## src/rtl/regfile_pkg.sv

```systemverilog
// Shared types and default sizes for the sweeping register file.
package regfile_pkg;

  localparam int unsigned DATA_W_DEF = 8;
  localparam int unsigned ADDR_W_DEF = 2;

  typedef enum logic {
    IDLE  = 1'b0,
    SWEEP = 1'b1
  } sweep_state_e;

endpackage

```

## src/rtl/regfile_sweep_ctrl.sv

```systemverilog
// Clear-sweep controller: FSM, sweep pointer, busy flag and write-drop pulse.
module regfile_sweep_ctrl
  import regfile_pkg::*;
#(
  parameter int unsigned ADDR_W = ADDR_W_DEF
) (
  input  logic              clk,
  input  logic              rst_n,
  input  logic              i_clear_req,
  input  logic              i_reg_write,
  output logic              o_clear_busy,
  output logic              o_write_dropped,
  output logic              o_sweep_we_c,
  output logic [ADDR_W-1:0] o_sweep_addr_c
);

  localparam int unsigned NUM_REGS = 1 << ADDR_W;

  sweep_state_e      r_state;
  sweep_state_e      w_state_nxt;
  logic [ADDR_W-1:0] r_ptr;
  logic [ADDR_W-1:0] w_ptr_nxt;
  logic              r_busy;
  logic              r_dropped;
  logic              w_dropped_nxt;

  always_ff @(posedge clk or negedge rst_n) begin
    if (!rst_n) begin
      r_state   <= IDLE;
      r_ptr     <= '0;
      r_busy    <= 1'b0;
      r_dropped <= 1'b0;
    end else begin
      r_state   <= w_state_nxt;
      r_ptr     <= w_ptr_nxt;
      r_busy    <= (w_state_nxt == SWEEP);
      r_dropped <= w_dropped_nxt;
    end
  end

  // Requests arriving mid-sweep are ignored; the last entry returns us to IDLE.
  always_comb begin
    w_state_nxt   = r_state;
    w_ptr_nxt     = r_ptr;
    w_dropped_nxt = 1'b0;
    case (r_state)
      IDLE: begin
        if (i_clear_req) begin
          w_state_nxt = SWEEP;
          w_ptr_nxt   = '0;
        end
      end
      SWEEP: begin
        w_dropped_nxt = i_reg_write;
        if (r_ptr == ADDR_W'(NUM_REGS - 1)) begin
          w_state_nxt = IDLE;
          w_ptr_nxt   = '0;
        end else begin
          w_ptr_nxt = r_ptr + ADDR_W'(1);
        end
      end
      default: begin
        w_state_nxt = IDLE;
        w_ptr_nxt   = '0;
      end
    endcase
  end

  assign o_clear_busy    = r_busy;
  assign o_write_dropped = r_dropped;
  assign o_sweep_we_c    = (r_state == SWEEP);
  assign o_sweep_addr_c  = r_ptr;

endmodule

```

## src/rtl/regfile_sweep.sv

```systemverilog
// Two-read/one-write register file with sequential clear sweep.
// Optional same-cycle write forwarding when REGFILE_BYPASS_EN is defined.
module regfile_sweep
  import regfile_pkg::*;
#(
  parameter int unsigned DATA_W = DATA_W_DEF,
  parameter int unsigned ADDR_W = ADDR_W_DEF
) (
  input  logic              clk,
  input  logic              reset,
  input  logic [ADDR_W-1:0] read_register_one,
  input  logic [ADDR_W-1:0] read_register_two,
  input  logic [ADDR_W-1:0] write_register,
  input  logic [DATA_W-1:0] write_data,
  input  logic              reg_write,
  input  logic              clear_req,
  output logic [DATA_W-1:0] read_data_one,
  output logic [DATA_W-1:0] read_data_two,
  output logic              clear_busy,
  output logic              write_dropped
);

  localparam int unsigned NUM_REGS = 1 << ADDR_W;

  logic [DATA_W-1:0] r_regs [NUM_REGS];
  logic              w_sweep_we;
  logic [ADDR_W-1:0] w_sweep_addr;
  logic              w_write_en;

  regfile_sweep_ctrl #(
    .ADDR_W (ADDR_W)
  ) u_ctrl (
    .clk             (clk),
    .rst_n           (reset),
    .i_clear_req     (clear_req),
    .i_reg_write     (reg_write),
    .o_clear_busy    (clear_busy),
    .o_write_dropped (write_dropped),
    .o_sweep_we_c    (w_sweep_we),
    .o_sweep_addr_c  (w_sweep_addr)
  );

  assign w_write_en = reg_write && !clear_busy;

  // Sweep has priority; user writes are refused while busy anyway.
  always_ff @(posedge clk or negedge reset) begin
    if (!reset) begin
      for (int i = 0; i < NUM_REGS; i++) r_regs[i] <= '0;
    end else if (w_sweep_we) begin
      r_regs[w_sweep_addr] <= '0;
    end else if (w_write_en) begin
      r_regs[write_register] <= write_data;
    end
  end

`ifdef REGFILE_BYPASS_EN
  always_comb begin
    read_data_one = r_regs[read_register_one];
    read_data_two = r_regs[read_register_two];
    if (w_write_en && (write_register == read_register_one)) read_data_one = write_data;
    if (w_write_en && (write_register == read_register_two)) read_data_two = write_data;
  end
`else
  assign read_data_one = r_regs[read_register_one];
  assign read_data_two = r_regs[read_register_two];
`endif

endmodule

```

## config.mk

```make
export PLATFORM = sky130hd
export DESIGN_NAME = regfile_sweep
export DESIGN_NICKNAME = d
export VERILOG_FILES = /design/src/rtl/regfile_pkg.sv /design/src/rtl/regfile_sweep_ctrl.sv /design/src/rtl/regfile_sweep.sv
export SDC_FILE = /design/constraint.sdc
export NUM_CORES = 1
export LEC_CHECK = 0
export ABC_AREA = 1
export BUFFER_PORTS_ARGS = -buffer_cell sky130_fd_sc_hd__buf_2
export CAP_MARGIN = 20
export CORE_UTILIZATION = 40
export DETAILED_ROUTE_END_ITERATION = 16
export SLEW_MARGIN = 20
export SYNTH_ARGS = -nofsm -noshare
export SYNTH_HDL_FRONTEND = slang
export SYNTH_SLANG_ARGS = --single-unit
```

## constraint.sdc

```tcl
create_clock -name clk -period 1 [get_ports clk]
set_input_delay 0.2 -clock clk [delete_from_list [all_inputs] [get_ports clk]]
set_output_delay 0.2 -clock clk [all_outputs]
set_load 0.01 [all_outputs]
```

### Yosys cells after proc, flatten, opt, wreduce, memory -nomap -nowiden

Index checks and enable logic that the tools add are counted.

| word-level totals | value |
|---|---|
| flip-flop bits (word level) | 36 |
| input bits | 18 |
| output and inout bits | 18 |
| word-level logic and storage cells | 48 |

| cells by class | value |
|---|---|
| add/subtract/negate cells | 1 |
| $lt $le $gt $ge | 6 |
| equal/unequal tests | 2 |
| multiplexer cells | 20 |
| bitwise gates (word level) | 7 |
| reductions and logical operators | 5 |

Operators by type and width:

| operator | count |
|---|---|
| 32-bit 2-to-1 mux | 2 |
| 8-bit 2-to-1 mux | 6 |
| 32-bit AND | 1 |
| 8-bit binary-select mux with 2-bit select | 2 |
| 32-bit bitwise mux | 1 |
| 8-bit demux with 2-bit select | 2 |
| 32-bit inverter | 1 |
| 3-bit >= comparator, second input constant | 4 |
| 2-bit inverter with 3-bit output | 4 |
| 3-bit by 1-bit less-than comparator with 1-bit output, second input constant | 2 |
| 2-bit 2-to-1 mux | 2 |
| 2-bit case mux with 2 select lines | 1 |
| 1-bit logical AND | 3 |
| 1-bit 2-to-1 mux | 3 |
| 2-bit by 1-bit adder with 2-bit output, second input constant | 1 |
| 2-bit equality test, second input constant | 1 |
| 2-bit != test, second input constant | 1 |
| 1-bit case mux with 2 select lines | 1 |
| 2-bit nonzero test | 1 |
| 1-bit logical NOT | 1 |
| 1-bit inverter | 1 |

### Longest topological paths before layout

| depth | value |
|---|---|
| depth in word-level cells | 8 |
| gate-level depth with buffers | 5 |
| gate-level depth less buffers | 5 |

### By module

Synthesis repeated with hierarchy kept, for this count alone.

| second synthesis, totals | value |
|---|---|
| cell total of the unflattened synthesis | 288 |
| area total of the unflattened synthesis | 2,167.1 um^2 |

Modules (own cells, without submodules):

| module | instances | cells each | area each (um^2) | sequential area each (um^2) |
|---|---|---|---|---|
| regfile_sweep | 1 | 268 | 1,990.7 | 800.8 |
| regfile_sweep_ctrl | 1 | 20 | 176.4 | 100.1 |

### Worst setup path before layout

OpenSTA, ideal clock, no wires.

| timing | value |
|---|---|
| path type | register to register |
| start point | register u_ctrl.r_state, in the netlist u_ctrl.o_sweep_we_c |
| end point | register r_regs[10] (netlist name) |
| setup time | 0.118 ns |
| arrival time | 0.994 ns |
| data required time | 0.882 ns |
| path slack | -0.112 ns |
| stages on the path, launching flop included | 6 |
| path buffers | 1 |
| clock period less this slack | 1.112 ns |
| cell sequence | dfrtp_1 > buf_6 > nor2_8 > nand2_2 > nand3_1 > nand2_1 |

| on the way | value |
|---|---|
| longest elaborated chain between the ends | 3 |
| elaborated cells on any way between the ends | 4 |
| classes of those cells | mux: 1; reduce/logical: 3 |

Ends and longest elaborated chain:

| what | RTL line | source |
|---|---|---|
| start: declaration | regfile_sweep_ctrl.sv:19 | `sweep_state_e r_state;` |
| start signal: assignment | regfile_sweep_ctrl.sv:34 | `r_state <= w_state_nxt;` |
| 1-bit logical NOT | - |  |
| 1-bit logical AND | - |  |
| 2-bit nonzero test (no line) | - |  |
| end signal: indexed assignment | regfile_sweep.sv:52 | `r_regs[write_register] <= write_data;` |
| end: declaration | regfile_sweep.sv:25 | `logic [DATA_W-1:0] r_regs [NUM_REGS];` |

Parallel ways exist; a longest one is shown, timed or not.
A chain may end at the register's enable or synchronous reset.

### Final worst setup path

| timing | value |
|---|---|
| start point | register r_regs[30] (netlist name) |
| end point | output port read_data_one[6] |

| on the way | value |
|---|---|
| longest elaborated chain between the ends | 3 |

Ends and longest elaborated chain:

| what | RTL line | source |
|---|---|---|
| 8-bit binary-select mux with 2-bit select | regfile_sweep.sv:64 | `assign read_data_one = r_regs[read_register_one];` |
| 8-bit 2-to-1 mux (not written as such) (2 in a row) | regfile_sweep.sv:64 |  |
| end: declaration | regfile_sweep.sv:17 | `output logic [DATA_W-1:0] read_data_one,` |

Every way passes these cells. The select of a mux whose other input is x is not followed.

==> flow_metrics.py <==
metrics = {
    "status": {
        "outcome": "finished, violations left",
        "violations": "negative setup slack",
    },
    "synth": {
        "synth_area_leader_cell": "dfrtp_1",
        "synth_cell_type_count": 17,
        "ys_seq_elements": 36,
        "syn_nets": 329,
        "yosysWarningCount": 0,
        "yosys.area_share.simple_pct": 39.19,
        "syn_area_per_cell_sq_um": 7.033,
        "synth_top_family_by_area": "simple AND/OR/NAND/NOR gates",
        "synth_compound_area_share_pct": 8.256,
        "muxShareOfSynthArea_pct": 0,
        "synth_cells": 306,
        "synth_xor_area_share_pct": 0,
        "yosysSeqAreaShare_pct": 41.86,
        "syn-cell-area_sq_um": 2152,
        "synth.top_cells.by_area": "dfrtp_1, nand2_1, nand3_1",
        "synth_top_cell_area_share_pct": 41.86,
        "yosys.area_share.adder_pct": 2.907,
    },
    "timing": {
        "rsz0062_at_grt": "true",
        "max_freq_mhz": 761.1,
        "fin_worst_skew_ns": 0.003910,
        "relSlewSlack_pct": 82.21,
        "holdWs_ns": 0.1371,
        "fin_crit_sh_pct": 131.4,
        "worst_slew_pin_slew_ns": 0.2669,
        "setup_viol": 52,
        "fin_crit_ns": 1.314,
        "hold_viol_final": 0,
        "maxSlewViolCount": 0,
        "layout_setup_ws_ns": -0.3138,
    },
    "finish": {
        "drive_gt1_share_pct": 51.02,
        "final_util_pct": 68.06,
        "final_cells": 462,
        "diodes": 0,
        "syn_to_final_growth_pct": 62.56,
        "nets": 414,
    },
    "critical_path": {
        "endpoint_kind": "output port",
        "crit_chain": "inv_2 -> o21ai_1 -> nand2_1 -> nand2_1 -> buf_2",
        "crit_family": "flip-flops",
        "cpPeakStageDelay_ns": 0.41,
        "r2r_setup_slack_ns": -0.22,
        "worstRegToRegCells": 5,
        "crit_type": "reg2out",
        "worst_r2r_endpoint": "r_regs[9]",
        "path_buf_inv": 2,
        "critPathLaunchType": "register",
        "r2r_start": "u_ctrl.o_sweep_we_c",
        "arrival_ns": 1.11,
        "cp_common_cell": "nand2_1",
        "crit_fanout": 2,
        "critPathRequiredTime_ns": 0.80,
        "cp_slowest_cell": "dfrtp_1",
    },
    "detailed_routing": {
        "drtPass1Iterations": 5,
        "drtIter0Drc": 114,
        "met3RoutedLength_microns": 243,
        "wl_met2_mm": 3.362,
        "wl_met1_mm": 2.889,
        "top_layer": "met4",
        "route.detailed.drc": 0,
        "vias": 2344,
        "wl_per_cell_microns": 14.36,
        "viasPerCell": 5.074,
        "wl_mm": 6.636,
        "antenna_left": 0,
    },
    "placement": {
        "hpwlAfterDp_mm": 4.148,
        "place_ws_ns": -0.1975,
        "post-place-cells": 424,
        "port_buffers": 35,
        "place_congestion": 0.8221,
    },
    "cts": {
        "clk_pin_slew_ns": 0.07,
        "numCtsBuffers": 5,
        "htree_levels": 2,
        "root_buffer": "clkbuf_8",
        "insertion_delay_ns": 0.29,
        "cts_sinks": 36,
        "cts_tree": "done",
        "ctsLongestPathBuffers": 2,
    },
    "floorplan": {
        "die_h_microns": 75.35,
        "die_w_microns": 75.35,
        "pin_count": 36,
        "core_sq_um": 5140,
        "start_util_pct": 41.87,
        "rows": 26,
        "die_area_sq_um": 5678,
    },
    "global_route": {
        "grt_usage_pct": 24.67,
        "gr-total-overflow": 0,
        "antenna_found_initial": 0,
        "grt_pass1_vias": 2181,
        "grt_max_degree": 37,
        "grt_pass1_wl_mm": 10.37,
    },
    "pwr": {
        "p_per_area_nw_per_um2": 2257,
        "ir_worst_vdd_v": 0.001958,
        "p_leak_nw": 1.716,
    },
    "run": {
        "drv_cap": 0,
    },
    "hold_path": {
        "hp-start": "reg_write",
        "holdPathStages": 3,
        "holdCritPathClass": "in2reg",
        "worstHoldEndpoint": "u_ctrl.o_write_dropped",
    },
}
==> through the flow <==
stage               power, mW  setup TNS, ns  cell area [sq um]
CTS                     7.238         -8.032               3214
detailed placement      4.857         -6.644               2621
global placement        4.811         -6.296               2621
floorplan               3.707         -1.479               2168
global route            8.485         -12.54               3498
finish                  7.895         -9.418               3498
==> synthesized netlist by cell type (all sizes together) <==
| library cell | instances |
|---|---|
| dfrtp | 36 |
| nand3 | 64 |
| nand2 | 124 |
| nor2 | 4 |
| buf | 11 |
| or2 | 1 |
| o21ai | 34 |
| ha | 5 |
| a21boi | 1 |
| clkbuf | 2 |
| inv | 24 |
==> cell usage in the layout, fill, tap and decap left out <==
master and n:
clkinv_4 1, nor2_8 1, o21ai_2 11, o21ai_0 1, clkinv_2 2, nand2_1 112, a21boi_1 1, buf_2 31
buf_12 6, dfrtp_2 2, ha_2 1, inv_6 1, buf_6 14, clkbuf_16 1, nand3_2 46, nand3_1 16
or2_4 1, inv_2 17, nand2_2 5, buf_16 1, nand2_8 5, buf_8 1, inv_4 1, ha_4 4
buf_4 36, dfrtp_1 34, nor2_4 2, nand2_4 2, inv_1 5, dlygate4sd3_1 1, nor2_2 1, o21ai_1 22
nand3_4 2, clkbuf_8 5
==> worst max path at each step <==
stage | startpoint | to | depth (start not counted)
after floorplan | u_ctrl.o_sweep_we_c | r_regs[13] | 5
after global placement | u_ctrl.o_sweep_addr_c[1] | r_regs[20] | 5
after detailed placement | u_ctrl.o_sweep_addr_c[0] | r_regs[30] | 5
after CTS | r_regs[28] | read_data_two[4] | 5
after global routing | r_regs[30] | read_data_two[6] | 5
final | r_regs[30] | read_data_one[6] | 5
==> report_power, final <==
| group | internal, mW | total [mW] | switching [mW] |
|---|---|---|---|
| sequential | 1.91 | 2.36 | 0.454 |
| combinational | 2.22 | 4.50 | 2.28 |
| clock | 0.485 | 1.03 | 0.547 |
| total | 4.61 | 7.89 | 3.28 |
==> routing by layer <==
metal  GRT usage (%)  vias to the layer above
met3           2.910                       15
met2           42.16                       60
met4           9.671                        0
li1                -                     1167
met1           32.07                     1102
met5               0                        -
==> sequential cells by signal, indices dropped and copies added, names as in the netlist <==
register,cells
r_regs,32
u_ctrl.o_sweep_addr_c,2
u_ctrl.o_sweep_we_c,1
u_ctrl.o_write_dropped,1
==> repair_timing <==
action                     4_1_cts  5_1_grt
gates cloned                     1        1
gates resized for setup        115       48
buffers inserted                17       12
hold buffers                     1        0
pin swaps                       29       58
setup endpoints to repair       52       52
hold endpoints to repair        36        0
==> tightest hold or removal path, stage by stage <==
cell and delay [ns]:
buf_2 0.10, nand2_1 0.05, inv_1 0.04
==> logic make-up (layout without fill, tap and decap cells) <==
kind of cell,after synthesis,count (layout)
flip-flops,36,36
buffers and inverters,37,123
AND/OR/NAND/NOR,193,193
adder cells (fa/ha/maj),5,5
AO/OA/AOI/OAI,35,35
==> area by class of cell <==
cell class	count	area, sq um
Sequential cell	36	903.4
Clock buffer	5	68.82
Clock inverter	3	18.77
Multi-Input combinational cell	233	1541
Inverter	24	97.59
Timing Repair Buffer	91	780.7
Tap cell	70	87.58
Fill cell	441	1642
(Power assumes the default switching activity.)
